## src/rtl/fifo_access_arbiter.sv

```systemverilog
// Arbiter/sequencer in front of the output FIFO: picks at most one write (A/B round-robin)
// or read per cycle, registers the FIFO strobes, tracks occupancy and reports the state code.
module fifo_access_arbiter #(
  parameter int DATA_WIDTH = 32,
  parameter int DEPTH      = 32,
  parameter int CNT_WIDTH  = 6
) (
  input  logic                  clk,
  input  logic                  reset,
  input  logic                  req_a,
  input  logic [DATA_WIDTH-1:0] din_a,
  input  logic                  req_b,
  input  logic [DATA_WIDTH-1:0] din_b,
  input  logic                  rd_req,
  output logic                  fifo_wr_en,
  output logic                  fifo_rd_en,
  output logic [DATA_WIDTH-1:0] fifo_din,
  output logic [2:0]            state,
  output logic [CNT_WIDTH-1:0]  data_count,
  output logic                  gnt_a,
  output logic                  gnt_b,
  output logic                  err_a,
  output logic                  err_b,
  output logic                  rd_gnt,
  output logic                  rd_err
);

  typedef enum logic [2:0] {
    IDLE     = 3'b000,
    WRITE    = 3'b001,
    READ     = 3'b010,
    WR_ERROR = 3'b011,
    RD_ERROR = 3'b100
  } state_t;

  state_t                state_q, state_d;
  logic                  wr_en_q, wr_en_d;
  logic                  rd_en_q, rd_en_d;
  logic [DATA_WIDTH-1:0] din_q, din_d;
  logic [CNT_WIDTH-1:0]  count_q, count_d;
  logic                  gnt_a_q, gnt_a_d, gnt_b_q, gnt_b_d;
  logic                  err_a_q, err_a_d, err_b_q, err_b_d;
  logic                  rd_gnt_q, rd_gnt_d, rd_err_q, rd_err_d;
  logic                  pend_a_q, pend_a_d, pend_b_q, pend_b_d, pend_r_q, pend_r_d;
  // last_w_q = 1 means A was the last writer served, so B wins the next A/B tie.
  logic                  last_w_q, last_w_d;
  logic                  rw_pri_q, rw_pri_d;

  logic eff_a, eff_b, eff_r, eff_w, sel_b;
  logic wr_ok, rd_ok, wr_legal, rd_legal, pick_rd;

  assign eff_a    = req_a | pend_a_q;
  assign eff_b    = req_b | pend_b_q;
  assign eff_r    = rd_req | pend_r_q;
  assign eff_w    = eff_a | eff_b;
  assign sel_b    = eff_b & (~eff_a | last_w_q);
  assign wr_ok    = (count_q < CNT_WIDTH'(DEPTH));
  assign rd_ok    = (count_q != '0);
  assign wr_legal = eff_w & wr_ok;
  assign rd_legal = eff_r & rd_ok;
  assign pick_rd  = rd_legal & (~wr_legal | rw_pri_q);

  // Every effective request stays pending unless it is served or errored this cycle.
  always_comb begin
    state_d  = IDLE;
    wr_en_d  = 1'b0;
    rd_en_d  = 1'b0;
    din_d    = din_q;
    count_d  = count_q;
    gnt_a_d  = 1'b0;
    gnt_b_d  = 1'b0;
    err_a_d  = 1'b0;
    err_b_d  = 1'b0;
    rd_gnt_d = 1'b0;
    rd_err_d = 1'b0;
    pend_a_d = eff_a;
    pend_b_d = eff_b;
    pend_r_d = eff_r;
    last_w_d = last_w_q;
    rw_pri_d = rw_pri_q;

    if (wr_legal && rd_legal) begin
      rw_pri_d = ~rw_pri_q;
    end

    if (pick_rd) begin
      state_d  = READ;
      rd_en_d  = 1'b1;
      rd_gnt_d = 1'b1;
      pend_r_d = 1'b0;
      count_d  = count_q - CNT_WIDTH'(1);
    end else if (wr_legal) begin
      state_d  = WRITE;
      wr_en_d  = 1'b1;
      din_d    = sel_b ? din_b : din_a;
      count_d  = count_q + CNT_WIDTH'(1);
      last_w_d = ~sel_b;
      if (sel_b) begin
        gnt_b_d  = 1'b1;
        pend_b_d = 1'b0;
      end else begin
        gnt_a_d  = 1'b1;
        pend_a_d = 1'b0;
      end
    end else if (eff_w) begin
      state_d  = WR_ERROR;
      last_w_d = ~sel_b;
      if (sel_b) begin
        err_b_d  = 1'b1;
        pend_b_d = 1'b0;
      end else begin
        err_a_d  = 1'b1;
        pend_a_d = 1'b0;
      end
    end else if (eff_r) begin
      state_d  = RD_ERROR;
      rd_err_d = 1'b1;
      pend_r_d = 1'b0;
    end
  end

  always_ff @(posedge clk or posedge reset) begin
    if (reset) begin
      state_q  <= IDLE;
      wr_en_q  <= 1'b0;
      rd_en_q  <= 1'b0;
      din_q    <= '0;
      count_q  <= '0;
      gnt_a_q  <= 1'b0;
      gnt_b_q  <= 1'b0;
      err_a_q  <= 1'b0;
      err_b_q  <= 1'b0;
      rd_gnt_q <= 1'b0;
      rd_err_q <= 1'b0;
      pend_a_q <= 1'b0;
      pend_b_q <= 1'b0;
      pend_r_q <= 1'b0;
      last_w_q <= 1'b0;
      rw_pri_q <= 1'b0;
    end else begin
      state_q  <= state_d;
      wr_en_q  <= wr_en_d;
      rd_en_q  <= rd_en_d;
      din_q    <= din_d;
      count_q  <= count_d;
      gnt_a_q  <= gnt_a_d;
      gnt_b_q  <= gnt_b_d;
      err_a_q  <= err_a_d;
      err_b_q  <= err_b_d;
      rd_gnt_q <= rd_gnt_d;
      rd_err_q <= rd_err_d;
      pend_a_q <= pend_a_d;
      pend_b_q <= pend_b_d;
      pend_r_q <= pend_r_d;
      last_w_q <= last_w_d;
      rw_pri_q <= rw_pri_d;
    end
  end

  assign state      = state_q;
  assign fifo_wr_en = wr_en_q;
  assign fifo_rd_en = rd_en_q;
  assign fifo_din   = din_q;
  assign data_count = count_q;
  assign gnt_a      = gnt_a_q;
  assign gnt_b      = gnt_b_q;
  assign err_a      = err_a_q;
  assign err_b      = err_b_q;
  assign rd_gnt     = rd_gnt_q;
  assign rd_err     = rd_err_q;

endmodule

```

## config.mk

```make
export PLATFORM = sky130hd
export DESIGN_NAME = fifo_access_arbiter
export DESIGN_NICKNAME = d
export VERILOG_FILES = /design/src/rtl/fifo_access_arbiter.sv
export SDC_FILE = /design/constraint.sdc
export NUM_CORES = 1
export LEC_CHECK = 0
export BUFFER_PORTS_ARGS = -buffer_cell sky130_fd_sc_hd__buf_2
export CELL_PAD_IN_SITES_DETAIL_PLACEMENT = 2
export CELL_PAD_IN_SITES_GLOBAL_PLACEMENT = 2
export CORE_MARGIN = 2
export CORE_UTILIZATION = 27
export DETAILED_ROUTE_END_ITERATION = 8
export GPL_TIMING_DRIVEN = 1
export PLACE_DENSITY = 0.76
export REMOVE_ABC_BUFFERS = 1
export SLEW_MARGIN = 20
export SYNTH_ARGS = -nofsm -noshare
export SYNTH_HDL_FRONTEND = slang
export SYNTH_SLANG_ARGS = --single-unit
export TNS_END_PERCENT = 30
```

## constraint.sdc

```tcl
create_clock -name clk -period 2.75 [get_ports clk]
set_clock_uncertainty 0.2 [all_clocks]
set_input_delay 0.55 -clock clk [delete_from_list [all_inputs] [get_ports clk]]
set_output_delay 0.55 -clock clk [all_outputs]
set_load 0.01 [all_outputs]
```

After elaboration in Yosys (flattened, before gate mapping)

Cells that the tools add are included.

Register bits after elaboration: 53
Latch bits: 0
Memory bits (writable): 0
Memory bits (read-only): 0
Input bits: 69
Logic and storage cells: 78
Memories: 0

Add/subtract/negate cells: 2
$mul: 0
Div/mod/pow operators: 0
Order comparisons: 1
Equal/unequal tests: 0
Shifts and indexed selects: 0
Mux-type cells: 39
Bitwise logic cells: 15
Reduce and logical (&&, ||, !) cells: 6

Operators with widths:

| kind                                               | count |
|---|---|
| 2-to-1 mux 1 bit                                   | 32 |
| 2-to-1 mux 32 bit                                  | 1 |
| 2-to-1 mux 3 bit                                   | 4 |
| 2-to-1 mux 6 bit                                   | 2 |
| adder 6 x 1 -> 6 bit (second input constant)       | 1 |
| less-than comparator 6 bit (second input constant) | 1 |
| OR 1 bit                                           | 6 |
| nonzero test 6 bit                                 | 1 |
| subtractor 6 x 1 -> 6 bit (second input constant)  | 1 |
| NOT 1 bit                                          | 5 |
| bitwise AND 1 bit                                  | 4 |
| AND reduction 2 bit                                | 2 |
| nonzero test 2 bit                                 | 2 |
| logical AND 1 bit                                  | 1 |

Logic depth before layout (Yosys ltp)

Gate-level depths: netlist (run 1).

Word-level depth: 8
Gate-level depth with buffers: 10
Mapped depth without buffers: 9

Least setup slack after synthesis (run 1)

OpenSTA, ideal clock, no wires.

Kind: reg-to-reg
Start point: register count_q[0], in the netlist data_count[0]
End point: register count_q[5], in the netlist data_count[5]
Library setup time: 136 ps
Arrival time: 2485 ps
Required time: 2414 ps
Slack: -70 ps
Stages on the path, launching flop included: 10
Cells stage by stage: dfrtp_1 > or4_4 > o22a_4 > nand2_1 > inv_1 > ha_1 > o21ai_0 > o21a_1 > a2111oi_0 > nor3_1

Cells in the longest elaborated chain, start to end: 6

RTL lines:

| element                                                       | RTL line | text |
|---|---|---|
| from (decl)                                                   | 40       | `logic [CNT_WIDTH-1:0] count_q, count_d;` |
| from (signal assigned)                                        | 145      | `count_q <= count_d;` |
| less-than comparator 6 bit                                    | 57       | `assign wr_ok = (count_q < CNT_WIDTH'(DEPTH));` |
| bitwise AND 1 bit                                             | 59       | `assign wr_legal = eff_w & wr_ok;` |
| NOT 1 bit                                                     | 61       | `assign pick_rd = rd_legal & (~wr_legal \| rw_pri_q);` |
| OR 1 bit                                                      | 61       |  |
| bitwise AND 1 bit *                                           | 61       |  |
| via pick_rd                                                   | 50       | `logic wr_ok, rd_ok, wr_legal, rd_legal, pick_rd;` |
| 2-to-1 mux 6 bit / nonzero test 2 bit (equally long branches) | -        |  |

Mark *: on every way through the listed nets, which the timed path passes. The rest lies on a longest branch. The select of a mux whose other input is x is not followed.
A chain may end at the register's enable or synchronous reset.

Worst setup path in the final report (run 1)

Start point: register pend_b_q
End point: register count_q[4], in the netlist data_count[4]

Cells in the longest elaborated chain, start to end: 7

RTL lines:

| element                                                       | RTL line | text |
|---|---|---|
| from (decl)                                                   | 44       | `logic pend_a_q, pend_a_d, pend_b_q, pend_b_d, pend_r_q, pend_r_d;` |
| from (signal assigned)                                        | 153      | `pend_b_q <= pend_b_d;` |
| OR 1 bit *                                                    | 53       | `assign eff_b = req_b \| pend_b_q;` |
| OR 1 bit *                                                    | 55       | `assign eff_w = eff_a \| eff_b;` |
| bitwise AND 1 bit *                                           | 59       |  |
| NOT 1 bit                                                     | 61       |  |
| OR 1 bit                                                      | 61       |  |
| bitwise AND 1 bit                                             | 61       |  |
| 2-to-1 mux 6 bit / nonzero test 2 bit (equally long branches) | -        |  |

Every way passes the cells marked *; elsewhere a longest branch is shown, timed or not.

==> results of run 1 <==
[synthesized netlist by cell type (all sizes together)]
cell type	n	area (um2)
ha	4	50.1
dfrtp	52	1300
mux2i	1	10.0
xnor2	4	35.0
nor3b	1	7.51
and3	1	6.26
a2111oi	1	8.76
or4	1	11.3
nor2	7	26.3
nor2b	2	12.5
a21o	1	8.76
inv	6	22.5
a211oi	1	7.51
o22a	2	26.3
or3	1	6.26
a221oi	1	8.76
o31ai	1	7.51
nand2	5	18.8
and2	3	18.8
or2	3	18.8
clkbuf	3	11.3
a21boi	2	26.3
nor4	2	12.5
o21a	1	7.51
a21oi	6	30.0
mux2	66	807
buf	6	67.6
fa	1	20.0
nor3	2	10.0
o21ai	5	25.0
o22ai	1	12.5
o211ai	1	7.51
[layer usage]
metal	part of all wire, %	vias to the layer above	GRT usage [%]
li1	-	953	-
met1	40	1018	16.4
met2	53	59	24.2
met3	6.4	5	3.46
met4	0.81	0	2.83
met5	0	-	0
[power groups by stage]
stage	Sequential, mW	Clock, mW	Combinational, mW
finish	1.40	0.433	2.80
global route	1.46	0.492	3.06
CTS	1.40	0.464	2.77
detailed placement	1.41	0	2.69
global placement	1.38	0	2.60
floorplan	1.56	0	1.51
[worst register-to-register path, delay by kind of cell, from the launching register on]
kind	cells	cell delay (ns)
simple gates	5	1.02
flops	1	0.44
fa+ha+maj	1	0.40
buf+inv	1	0.16
compound gates	2	0.33
[layout make-up]
cell class	instances	area [um2]
repair buffers	132	736
clock buffers	5	68.8
clock inverters	3	18.8
flip-flops and latches	52	1300
inverters	6	25.0
fillers	1079	6010
well taps	133	166
multi-input cells	127	1320
[metrics by stage]
| step | hold slack (ns) | power (mW) | TNS [ns] | instance area, um2 | instances |
|---|---|---|---|---|---|
| floorplan | 0.324 | 3.07 | -0.232 | 2570 | 185 |
| finish | 0.0828 | 4.63 | 0 | 3630 | 458 |
| global route | 0.0985 | 5.01 | -0.00647 | 3630 | 458 |
| global placement | 0.286 | 3.97 | -0.0259 | 3480 | 450 |
| CTS | 0.0919 | 4.63 | 0 | 3600 | 458 |
| detailed placement | 0.293 | 4.10 | -0.284 | 3480 | 450 |
[worst min path at each step]
stage	start	endpoint	slack [ns]	cells after the start
finish	reset	rw_pri_q$_DFFE_PP0P_	0.08	3
global route	reset	data_count[4]$_DFFE_PP0P_	0.1	3
CTS	reset	data_count[4]$_DFFE_PP0P_	0.09	3
detailed placement	fifo_din[5]$_DFFE_PP0P_	fifo_din[5]$_DFFE_PP0P_	0.29	1
global placement	fifo_din[26]$_DFFE_PP0P_	fifo_din[26]$_DFFE_PP0P_	0.29	1
floorplan	last_w_q$_DFFE_PP0P_	last_w_q$_DFFE_PP0P_	0.32	2
[cells in the final DEF (no fill, tap or decap), types with 3 or more instances in the layout]
master / instances
buf_4: 12
nor2_1: 7
mux2_2: 49
ha_4: 3
clkbuf_8: 5
or2_2: 3
xnor2_1: 4
buf_2: 117
and2_1: 3
mux2_4: 17
a21oi_1: 6
buf_12: 3
o21ai_0: 3
nand2_1: 4
dfrtp_1: 52
inv_1: 4
[state kept, by name, indices dropped and copies added (netlist names)]
| name | cells |
|---|---|
| err_a | 1 |
| err_b | 1 |
| pend_a_q | 1 |
| pend_b_q | 1 |
| rd_gnt | 1 |
| fifo_din | 32 |
| gnt_b | 1 |
| last_w_q | 1 |
| pend_r_q | 1 |
| data_count | 6 |
| rw_pri_q | 1 |
| fifo_wr_en | 1 |
| rd_err | 1 |
| state | 2 |
| gnt_a | 1 |
[repair_timing]
| action | CTS | global route |
|---|---|---|
| setup endpoints to repair | 2 | 2 |
| pin swaps | 0 | 1 |
| gates resized for setup | 5 | 8 |
[cell families after synthesis]
| kind of cell | synth area share (%) |
|---|---|
| xor+xnor | 1.32 |
| mux | 30.8 |
| simple gates | 5.62 |
| flops | 49.1 |
| buf+inv | 3.82 |
| fa+ha+maj | 2.64 |
| compound gates | 6.66 |
==> summary.txt, run 1 <==
Diode count - 0
Worst path max stage delay - 0.44 ns
Syn. warnings - 0
Part of the power in registers - 30.2%
Final core utilization - 37.7%
Global-route wire length before repair - 11.0 mm
Post-CTS Hold Buffers - 0
Synth-to-layout area growth - 37.1%
Wirelength per Cell - 15.9 um
Clock-pin slew on the worst setup and hold paths - 0.10 ns
Clock sinks - 52
Final period utilization - 96.2%
Switch Pwr - 1.77 mW
CP endpoint kind - register
Port Buffers - 117
Worst skew pair latency - 0.31 ns
Worst Setup SP - pend_b_q$_DFF_PP0_
Total GRT Usage - 13.5%
Final WL - 7.29 mm
Design internal power - 2.86 mW
Worst slew pin tran - 0.593 ns
Via Count - 2035
Sw Share - 38.3%
Synth unique cells - 36
Layout cell share with drive strength beyond 1 - 68.9%
Die Width - 103 um
Final #Nets - 398
Pleak - 1.73 nW
Antenna violations before repair - 0
FMAX - 378 MHz
H-tree Lvls - 2
Longest Clk Path Bufs - 2
Tmin final - 2.65 ns
Remaining DRCs - 0
Max-slew violation count - 0
Reg2Reg Depth - 9
Die height - 103 um
Gr ovfl total - 0
Crit-path max FO - 4
GPL Wtd Cong - 0.778
Worst r2r dst - data_count[4]$_DFFE_PP0P_
Req. time, crit path - 2.76 ns
Final Setup Violations - 0
Post-synthesis register bit count - 52
CP startpoint kind - register
Reg2Reg Setup Slack - 0.10 ns
Worst vdd ir - 0.611 mV
Combinational power share - 60.5%
Critical path's top delay family - simple AND/OR/NAND/NOR gates
CP Capture Point - data_count[4]$_DFFE_PP0P_
R2r startpoint - pend_b_q$_DFF_PP0_
Drt pass-1 iters - 4
Critical path depth - 9
FP Rows - 36
DP Worst Slack - -0.142 ns
Remaining antenna violation count - 0
Synth Cell Area - 2650 um2
Max cap viols - 0
Clk pwr share - 9.4%
Slew HR - 60.5%
Core area - 9640 um2
CTS tree - built
IO Count - 118
CP max stage cell - dfrtp_1
Critical Path, Cell by Cell - nor4_1 > or3_1 > nand2_2 > buf_4 > fa_1 > nor2b_1 > o21ai_0 > nor3b_1 > o31ai_1
Pin count of the biggest net entering global routing - 53
Iteration-0 DRC Markers - 20
Critical path buffer and inverter count - 1
HPWL after DPL - 5.65 mm
Pwr/cell area - 1270 nW/um2
Avg Inst Size Synth - 13.7 um2
Crit path arrival time - 2.66 ns
Drt via density - 4.44
CTS root buf - clkbuf_8
Vias in the first global route - 2178
Post-CTS Setup Inserts - 0
Final hold vios - 0
Total CTS buffers - 5
Seq/Total Area, Yosys - 49.1%
Starting Density - 27.5%
Status - finished clean
Setup WS post-layout - 0.104 ns
Hold Path Class - in -> async
Die Footprint - 10600 um2
Setup CP Type - reg -> reg
Cells after Synth - 194
No activity file was read; power rests on OpenSTA's default activity.
==> run 2: changes to the inputs <==
Settings changed: RECOVER_POWER set to 25.
==> summary.txt, run 2 (synthesized netlist as in run 1, its figures left out) <==
Pin count of the biggest net entering global routing - 53
Max cap viols - 0
FMAX - 378 MHz
Remaining DRCs - 0
CP startpoint kind - register
Port Buffers - 117
CTS tree - built
Status - finished clean
Reg2Reg Setup Slack - 0.10 ns
HPWL after DPL - 5.65 mm
Worst vdd ir - 0.611 mV
R2r startpoint - pend_b_q$_DFF_PP0_
Die Footprint - 10600 um2
CTS root buf - clkbuf_8
Die height - 103 um
CP Capture Point - data_count[4]$_DFFE_PP0P_
Final period utilization - 96.2%
Global-route wire length before repair - 11.0 mm
Commonest non-fill, non-tap cell in the layout - buf_2
Final #Nets - 398
Post-CTS Setup Inserts - 0
Hold path depth - 1
Synth-to-layout area growth - 36.5%
Setup CP Type - reg -> reg
Final hold vios - 0
Max reg flops - 32
Commonest cells after routing, fill and taps aside - buf_2, dfrtp_1, mux2_2
Longest Clk Path Bufs - 2
Critical Path, Cell by Cell - nor4_1 > or3_1 > nand2_2 > buf_4 > fa_1 > nor2b_1 > o21ai_0 > nor3b_1 > o31ai_1
Total CTS buffers - 5
DP Worst Slack - -0.142 ns
Starting Density - 27.5%
Gr ovfl total - 0
Setup WS post-layout - 0.103 ns
Worst Setup SP - pend_b_q$_DFF_PP0_
CP endpoint kind - register
H-tree Lvls - 2
Slew HR - 11.9%
Vias in the first global route - 2178
Clock-pin slew on the worst setup and hold paths - 0.10 ns
Worst skew pair latency - 0.31 ns
Layout cell share with drive strength beyond 1 - 68.6%
WHS - 0.311 ns
Core area - 9640 um2
Crit path arrival time - 2.66 ns
GPL Wtd Cong - 0.778
CP max stage cell - dfrtp_1
Via Count - 2036
Req. time, crit path - 2.76 ns
Final WL - 7.29 mm
Tmin final - 2.65 ns
Post-CTS Hold Buffers - 0
Hold Path Class - reg -> reg
Pwr/cell area - 1280 nW/um2
Pleak - 1.72 nW
Iteration-0 DRC Markers - 31
Drt via density - 4.45
Worst r2r dst - data_count[4]$_DFFE_PP0P_
Final Setup Violations - 0
Remaining antenna violation count - 0
Wirelength per Cell - 15.9 um
Max-slew violation count - 0
Worst slew pin tran - 1.32 ns
Drt pass-1 iters - 4
IO Count - 118
Worst path max stage delay - 0.44 ns
Clock sinks - 52
Total GRT Usage - 13.5%
Antenna violations before repair - 0
Crit-path max FO - 4
Die Width - 103 um
Reg2Reg Depth - 9
Diode count - 0
FP Rows - 36
## run 2: changes by cell type in the layout (fill, tap and decap cells not counted), sizes merged
cell    change
buf         -1
clkbuf      +1
## run 2: critical path: cells and delay by family, from the launching register on
family / cells / cell delay (ns)
buf+inv: 1 / 0.16
flops: 1 / 0.44
simple gates: 5 / 1.02
compound gates: 2 / 0.33
fa+ha+maj: 1 / 0.39
## run 2: per-layer routing
layer | wire, um | vias up | track usage [%]
met5 | 0 | - | 0
met4 | 55 | 0 | 2.83
met3 | 474 | 6 | 3.46
met2 | 3810 | 59 | 24.2
met1 | 2950 | 1018 | 16.4
li1 | - | 953 | -
## run 2: per-stage QoR
step                setup TNS [ns]  power, mW  utilization [%]  instance area [um2]  std cells
floorplan                   -0.232       3.07                -                 2570        185
global placement           -0.0259       3.97             36.1                 3480        450
detailed placement          -0.284       4.10             36.1                 3480        450
CTS                              0       4.63             37.3                 3600        458
global route              -0.00647       5.01             37.5                 3620        458
finish                           0       4.63             37.5                 3620        458
## run 2: where the power goes
part	switching (mW)	total (mW)	internal [mW]
clock	0.255	0.433	0.178
sequential	0.242	1.40	1.16
combinational	1.28	2.79	1.52
## run 2: final cells by class
cell class                      count  area (um2)
Clock buffer                        5        68.8
Clock inverter                      3        18.8
Fill cell                        1081        6020
Inverter                            6        25.0
Multi-Input combinational cell    127        1320
Sequential cell                    52        1300
Tap cell                          133         166
Timing Repair Buffer              132         721
## run 2: worst min-delay path by stage
stage	startpoint	endpoint	slack, ns
2_1_floorplan	last_w_q$_DFFE_PP0P_	last_w_q$_DFFE_PP0P_	0.32
3_3_place_gp	fifo_din[26]$_DFFE_PP0P_	fifo_din[26]$_DFFE_PP0P_	0.29
3_5_place_dp	fifo_din[5]$_DFFE_PP0P_	fifo_din[5]$_DFFE_PP0P_	0.29
4_1_cts	reset	data_count[4]$_DFFE_PP0P_	0.09
5_1_grt	fifo_din[22]$_DFFE_PP0P_	fifo_din[22]$_DFFE_PP0P_	0.33
6_report	fifo_din[8]$_DFFE_PP0P_	fifo_din[8]$_DFFE_PP0P_	0.31
## run 2: what timing repair did
action,in CTS,in global routing
pin swaps,0,1
setup endpoints to repair,2,2
resized for setup,5,8
gates cloned,0,0
==> run 3: changes to the inputs <==
Settings changed: CORE_UTILIZATION 27 to 28, CTS_BUF_LIST set to sky130_fd_sc_hd__clkbuf_8, PLACE_DENSITY 0.76 to 0.78.
==> summary.txt, run 3 (synthesized netlist as in run 1, its figures left out) <==
Final Setup Violations - 0
CTS tree - built
Port Buffers - 117
Die Width - 101 um
Antenna violations before repair - 0
CP startpoint kind - register
Final #Nets - 401
Max cap viols - 0
Remaining antenna violation count - 0
HPWL after DPL - 5.89 mm
Clock-pin slew on the worst setup and hold paths - 0.10 ns
RSZ-0062 raised after global routing - no
Starting Density - 28.8%
IO Count - 118
Critical path depth - 9
Via Count - 2056
Worst r2r dst - data_count[5]$_DFFE_PP0P_
Final WL - 7.74 mm
FMAX - 373 MHz
Reg2Reg Setup Slack - 0.07 ns
Req. time, crit path - 2.74 ns
Cell count after placement - 430
Final period utilization - 97.4%
Finished Layout Cells - 439
Hold Path Class - in -> async
Total power - 4.81 mW
CP endpoint kind - register
Tmin final - 2.68 ns
R2r startpoint - data_count[0]$_DFFE_PP0P_
CTS root buf - clkbuf_8
Worst skew pair latency - 0.30 ns
Commonest cells after routing, fill and taps aside - buf_2, dfrtp_1, mux2_2
H-tree Lvls - 2
Design internal power - 2.99 mW
Die Footprint - 10300 um2
Slew HR - 31.5%
Pin count of the biggest net entering global routing - 28
Critical path buffer and inverter count - 2
FP Rows - 35
Remaining DRCs - 0
Max-slew violation count - 0
Layout cell share with drive strength beyond 1 - 68.6%
Global-route wire length before repair - 12.4 mm
Total GRT Usage - 15.6%
Total CTS buffers - 5
Worst vdd ir - 0.515 mV
Die height - 101 um
Iteration-0 DRC Markers - 38
Wirelength per Cell - 17.6 um
Commonest non-fill, non-tap cell in the layout - buf_2
Worst slew pin tran - 1.03 ns
Setup CP Type - reg -> reg
Worst path max stage delay - 0.57 ns
Status - finished clean
Clk pwr share - 11.0%
Fillcell total - 971
GPL Wtd Cong - 0.815
TNS Setup - 0 ns
Vias in the first global route - 2380
Sw Share - 37.8%
Combinational power share - 60.0%
Max reg flops - 32
Crit path arrival time - 2.67 ns
Worst Setup SP - data_count[0]$_DFFE_PP0P_
Gr ovfl total - 0
Synth-to-layout area growth - 37.6%
CP Capture Point - data_count[5]$_DFFE_PP0P_
Core area - 9200 um2
Pleak - 1.75 nW
Switch Pwr - 1.82 mW
Post-CTS Hold Buffers - 0
Critical path's top delay family - simple AND/OR/NAND/NOR gates
Final hold vios - 0
Pwr/cell area - 1320 nW/um2
Drt via density - 4.68
Clock sinks - 52
Crit-path max FO - 5
Reg2Reg Depth - 9
Diode count - 0
Critical Path, Cell by Cell - or4_4 > o22a_4 > nand2_2 > inv_4 > buf_4 > ha_1 > or2_2 > a221oi_2 > nor3_1
Drt pass-1 iters - 2
Longest Clk Path Bufs - 2
CP max stage cell - or4_4
Part of the power in registers - 29.0%
[run 3: power by group through the flow]
| stage | registers, mW | logic, mW | clock network [mW] |
|---|---|---|---|
| finish | 1.40 | 2.89 | 0.528 |
| global placement | 1.37 | 2.62 | 0 |
| global route | 1.45 | 3.16 | 0.587 |
| CTS | 1.40 | 2.90 | 0.551 |
| floorplan | 1.56 | 1.51 | 0 |
| detailed placement | 1.41 | 2.78 | 0 |
[run 3: stage by stage]
stage,hold slack (ns),worst slack [ns],cell area (um2),utilization [%]
5_1_grt,0.330,0.00847,3650,39.7
6_report,0.276,0.0704,3650,39.7
4_1_cts,0.122,0.0106,3630,39.5
3_5_place_dp,0.294,-0.209,3480,37.9
3_3_place_gp,0.283,-0.00591,3480,37.9
2_1_floorplan,0.324,-0.0702,2570,-
[run 3: cell type report]
| type | instances | area (um2) | share of cell area [%] |
|---|---|---|---|
| clock buffer | 5 | 68.8 | 1.89 |
| clock inverter | 3 | 38.8 | 1.06 |
| inverter | 6 | 25.0 | 0.686 |
| multi-input combinational | 127 | 1320 | 36.2 |
| sequential | 52 | 1300 | 35.7 |
| tap | 111 | 139 | 3.81 |
| timing repair buffer | 135 | 756 | 20.7 |
[run 3: how the worst min path moves through the flow]
stage                             start                       end  cells past startpoint
3_5_place_dp   fifo_din[14]$_DFFE_PP0P_  fifo_din[14]$_DFFE_PP0P_                      1
3_3_place_gp   fifo_din[31]$_DFFE_PP0P_  fifo_din[31]$_DFFE_PP0P_                      1
6_report                          reset   fifo_din[8]$_DFFE_PP0P_                      2
5_1_grt         fifo_din[7]$_DFFE_PP0P_   fifo_din[7]$_DFFE_PP0P_                      1
2_1_floorplan      last_w_q$_DFFE_PP0P_      last_w_q$_DFFE_PP0P_                      2
4_1_cts                           reset   fifo_din[6]$_DFFE_PP0P_                      2
[run 3: metal layers]
layer | routed length, um | global-route usage, %
met5 | 0 | 0
met4 | 16 | 2.49
met3 | 450 | 3.52
met2 | 4010 | 29.2
met1 | 3260 | 18.5
[run 3: what timing repair did]
action / in CTS / in global routing
setup buffers: 0 / 1
pin swaps: 1 / 1
cloned: 0 / 0
endpoints found under the hold margin: 0 / 0
endpoints found under the setup margin: 2 / 3
resized for setup: 8 / 6
